===== config.mk =====
export PLATFORM = sky130hd
export DESIGN_NAME = puf_response_engine
export DESIGN_NICKNAME = d
export VERILOG_FILES = /design/src/rtl/puf_response_engine.sv
export SDC_FILE = /design/constraint.sdc
export NUM_CORES = 1
export LEC_CHECK = 0
export CAP_MARGIN = 20
export CORE_MARGIN = 2
export CORE_UTILIZATION = 30
export CTS_BUF_LIST = sky130_fd_sc_hd__clkbuf_2 sky130_fd_sc_hd__clkbuf_4 sky130_fd_sc_hd__clkbuf_8
export CTS_CLUSTER_SIZE = 40
export DETAILED_ROUTE_END_ITERATION = 12
export GPL_ROUTABILITY_DRIVEN = 0
export SLEW_MARGIN = 30
export SYNTH_ARGS = -nofsm -noshare
export SYNTH_HDL_FRONTEND = slang
export SYNTH_SLANG_ARGS = --single-unit

===== constraint.sdc =====
create_clock -name clk -period 3.86 [get_ports clk]
set_input_delay 0.579 -clock clk [delete_from_list [all_inputs] [get_ports clk]]
set_output_delay 0.579 -clock clk [all_outputs]
set_load 0.05 [all_outputs]

===== src/rtl/puf_response_engine.sv =====
// Arbiter-PUF sequencing controller: expands one seed into RESP_BITS challenges,
// fires each one VOTES times and majority-votes the sampled race results.
module puf_response_engine #(
   parameter int              CH_W      = 8,
   parameter int              RESP_BITS = 8,
   parameter int              VOTES     = 5,
   parameter int              SETTLE    = 4,
   parameter logic [CH_W-1:0] CH_STEP   = 8'h3B
) (
   input  logic                 clk,
   input  logic                 rst_n,
   input  logic                 start,
   input  logic [CH_W-1:0]      seed,
   input  logic                 arb_resp,
   output logic [CH_W-1:0]      arb_challenge,
   output logic                 arb_launch,
   output logic                 busy,
   output logic                 done,
   output logic [RESP_BITS-1:0] response,
   output logic [RESP_BITS-1:0] unstable
);

   localparam int K_W = (RESP_BITS > 1) ? $clog2(RESP_BITS) : 1;
   localparam int V_W = $clog2(VOTES + 1);
   localparam int S_W = $clog2(SETTLE + 1);

   localparam logic [K_W-1:0] K_LAST = K_W'(RESP_BITS - 1);
   localparam logic [V_W-1:0] V_LAST = V_W'(VOTES - 1);
   localparam logic [V_W-1:0] V_HALF = V_W'(VOTES / 2);
   localparam logic [V_W-1:0] V_ALL  = V_W'(VOTES);
   localparam logic [S_W-1:0] S_LAST = S_W'(SETTLE - 1);

   typedef enum logic [2:0] {
      S_IDLE,
      S_ARM,
      S_FIRE,
      S_SAMPLE,
      S_DECIDE,
      S_DONE
   } state_t;

   state_t          state, state_next;
   logic            start_q;
   logic [CH_W-1:0] seed_q;
   logic [CH_W-1:0] chal;
   logic [K_W-1:0]  k;
   logic [V_W-1:0]  vote;
   logic [V_W-1:0]  ones;
   logic [S_W-1:0]  settle_cnt;

   assign arb_challenge = chal;

   // The request is registered on entry, so the accepting edge is the one
   // that samples start and the run proper begins one edge later.
   always_ff @(posedge clk or negedge rst_n) begin
      if (!rst_n) begin
         start_q <= 1'b0;
         seed_q  <= '0;
      end else begin
         // NOTE: sequential state uses non-blocking assignments so every flop
         // sees the pre-edge values of the others, independent of block order.
         start_q <= start;
         seed_q  <= seed;
      end
   end

   always_ff @(posedge clk or negedge rst_n) begin
      if (!rst_n) state <= S_IDLE;
      else        state <= state_next;
   end

   always_comb begin
      // NOTE: every output of this block is defaulted first; a path that
      // leaves one unassigned would otherwise infer a latch.
      state_next = state;
      busy       = 1'b0;
      arb_launch = 1'b0;
      done       = 1'b0;
      case (state)
         S_IDLE:   if (start_q) state_next = S_ARM;
         S_ARM: begin
            busy       = 1'b1;
            state_next = S_FIRE;
         end
         S_FIRE: begin
            busy       = 1'b1;
            arb_launch = 1'b1;
            if (settle_cnt == S_LAST) state_next = S_SAMPLE;
         end
         S_SAMPLE: begin
            busy       = 1'b1;
            state_next = (vote == V_LAST) ? S_DECIDE : S_ARM;
         end
         S_DECIDE: begin
            busy       = 1'b1;
            state_next = (k == K_LAST) ? S_DONE : S_ARM;
         end
         S_DONE: begin
            done       = 1'b1;
            state_next = S_IDLE;
         end
         default:  state_next = S_IDLE;
      endcase
   end

   always_ff @(posedge clk or negedge rst_n) begin
      if (!rst_n) begin
         chal       <= '0;
         k          <= '0;
         vote       <= '0;
         ones       <= '0;
         settle_cnt <= '0;
         response   <= '0;
         unstable   <= '0;
      end else begin
         case (state)
            S_IDLE: if (start_q) begin
               chal     <= seed_q;
               k        <= '0;
               vote     <= '0;
               ones     <= '0;
               response <= '0;
               unstable <= '0;
            end
            S_ARM:    settle_cnt <= '0;
            S_FIRE:   settle_cnt <= settle_cnt + 1'b1;
            S_SAMPLE: begin
               vote <= vote + 1'b1;
               if (arb_resp) ones <= ones + 1'b1;
            end
            S_DECIDE: begin
               response[k] <= (ones > V_HALF);
               unstable[k] <= (ones != '0) && (ones != V_ALL);
               ones        <= '0;
               vote        <= '0;
               // The last challenge stays on the chain through DONE and IDLE.
               if (k != K_LAST) begin
                  k    <= k + 1'b1;
                  chal <= chal + CH_STEP;
               end
            end
            default: ;
         endcase
      end
   end

endmodule


==> results.toml <==
[job]
cap_violations = 0

[hold_path]
hold_class = "primary input to async pin"

[cts]
clk_pin_slew_ps = 80
htree_levels = 2
clkLatencyLatePin_ps = 290
cts_sinks = 48
postCtsSetupBuffers = 0
cts_tree = "yes"
numCtsBuffers = 5
cts-resized-gates = 0
cts.path.max_buffers = 2
cts_hold_buf = 0
root_buffer = "clkbuf_8"

[route]
drt_iter0_drc = 66
vias = 1628
wl_um = 4370
route.detailed.drc = 0
drt-pass1-iter-count = 4
ant_nets = 0
viasPerCell = 4.65
wl_per_cell_um = 12.5

[yosys]
synthAdderAreaFrac_pct = 6.00
synth_seq_area_share_pct = 52.4
yosys_register_bits = 48
ys.warnings.count = 0
yosys.area.top_type = "dfrtp_1"
synth_xor_area_share_pct = 0.764
synth_top_family_by_area = "compound AO/OA/AOI/OAI gates"
async_flop_share_pct = 100
syn-num-nets = 237
synth_edf_count = 0
synth-simple-area-share_pct = 14.4
netlist.area_leader.share_pct = 52.4
synth_compound_area_share_pct = 15.3
synth_area_leaders = "dfrtp_1 (52%), ha_1 (6.0%), mux2i_1 (5.2%)"
netlist_area_um2 = 2290
yosysMostFrequentCell = "dfrtp_1"
synthCells = 214
synth_common_cells = "dfrtp_1 (48), nand2_1 (23), o21ai_0 (21)"
synth_cell_type_count = 40
ys.flop_type = "dfrtp_1"
synthMuxAreaShare_pct = 6.39
syn_avg_cell_area_um2 = 10.7

[layout]
fin_util_pct = 38.4
stdcell_count = 350
seq_area_um2 = 1200
fill_cells = 728
nets = 274
syn_to_final_growth_pct = 22.8
layout-drive-gt1-share_pct = 7.17
antenna_cells = 0
multi_input_area_um2 = 988

[placement]
portBuffers = 38
dp_hpwl_um = 3150
place_inst = 343

[sta]
fmax_mhz = 352
rsz0062_at_grt = "no"
fin_skew_ps = 6.06
finalHoldViolCount = 0
period_share_pct = 73.5
maxSlewViolCount = 0
fin_setup_tns_ps = 0
worst_pin_slew_ps = 687
timing.hold.ws_ps = 200
period_minus_slack_ps = 2840
slew_headroom_pct = 54.1
setup_viol = 0

[floorplan]
initial_core_util_pct = 31.3
core_um2 = 7330
die_x_um = 91.4
die_h_um = 91.4
num_io_pins = 39
rows = 31
die_area_um2 = 8360

[power]
powerDensity_nw_per_um2 = 607
leakage_nw = 1.22
ir_drop_uv = 460

[global_routing]
first_global_vias = 1572
antenna_found_initial = 0
grt_overflow = 0
grt_usage_pct = 11.0
grt_first_pass_wirelength_um = 7460
grt_max_degree = 32

[worst_setup_path]
crit_start = "state[0]$_DFFE_PN0P_"
worstPathRequired_ps = 3280
critPathCapture = "done"
crit_fanout = 16
worstRegToRegCells = 4
path_class = "register to output port"
arrival_ps = 2260
r2r_end = "arb_challenge[4]$_DFFE_PN0P_"
start_kind = "register"
r2r_start = "state[2]$_DFFE_PN0P_"
r2r_slack_ps = 1780
end_kind = "output port"

[run_status]
status = "complete, no violations"
[flip-flops by register name (all words and copies together), names as in the netlist, 8 cells and up]
register / cells
response: 8
arb_challenge: 8
unstable: 8
seed_q: 8
[stage by stage]
step	total power [mW]	worst slack [ps]	area [um^2]
floorplan	1.25	1430	2290
detailed placement	1.44	1340	2730
finish	1.71	1020	2820
CTS	1.73	1010	2810
global route	1.85	873	2820
global placement	1.44	1370	2730
[cells by family (layout without fill, tap and decap cells)]
group,after synthesis,in the layout
AOI/OAI and AO/OA,55,55
xor gates and xnor gates,2,2
adders and majority gates,11,11
buffers and inverters,19,56
DFF,48,48
muxes,14,14
and+or+nand+nor,65,65
[layout make-up]
| type | count | area share [%] |
|---|---|---|
| Timing Repair Buffer | 39 | 13.6 |
| Tap cell | 99 | 4.40 |
| Clock inverter | 1 | 0.178 |
| Multi-Input combinational cell | 147 | 35.1 |
| Sequential cell | 48 | 42.7 |
| Clock buffer | 6 | 2.71 |
| Inverter | 10 | 1.33 |
[critical path: stages (launching register included)]
cell and delay (ps):
dfrtp_1 670, inv_1 200, nor3b_1 260, clkdlybuf4s50_1 840
[worst min-delay path by stage]
stage / startpoint / to / slack (ps) / depth (start not counted)
2_1_floorplan: rst_n / arb_challenge[0]$_DFFE_PN0P_ / 280 / 0
6_report: rst_n / unstable[4]$_DFFE_PN0P_ / 200 / 1
4_1_cts: rst_n / unstable[4]$_DFFE_PN0P_ / 210 / 1
5_1_grt: rst_n / unstable[4]$_DFFE_PN0P_ / 220 / 1
3_3_place_gp: settle_cnt[0]$_DFFE_PN0P_ / settle_cnt[0]$_DFFE_PN0P_ / 470 / 1
3_5_place_dp: settle_cnt[0]$_DFFE_PN0P_ / settle_cnt[0]$_DFFE_PN0P_ / 480 / 1
[routing by layer]
layer | vias up | wire, um | global-route usage, %
met5 | - | 0 | 0
met4 | 0 | 14 | 2.65
met3 | 2 | 188 | 3.24
met2 | 33 | 1980 | 17.4
met1 | 765 | 2190 | 14.8
li1 | 828 | - | -
[layout by cell type (no fill, tap or decap), types with 2 or more instances in the layout]
cell type / instances
inv_1: 10
o21ai_0: 21
nand2b_1: 2
dfrtp_1: 48
ha_1: 11
clkdlybuf4s50_1: 37
mux2i_1: 12
nor2b_1: 4
nor2_1: 14
clkbuf_8: 5
a41oi_1: 2
a22o_1: 3
o21ai_1: 2
xnor2_1: 2
nand2_1: 23
nand3_1: 11
or3_1: 2
a21oi_1: 14
o22a_1: 3
[power by group]
| group | internal [mW] | switching [mW] | leakage, nW |
|---|---|---|---|
| Clock | 0.130 | 0.153 | 0.0445 |
| Sequential | 0.594 | 0.122 | 0.615 |
| Combinational | 0.258 | 0.453 | 0.561 |
Note: power is estimated with default switching activity, not from simulation.
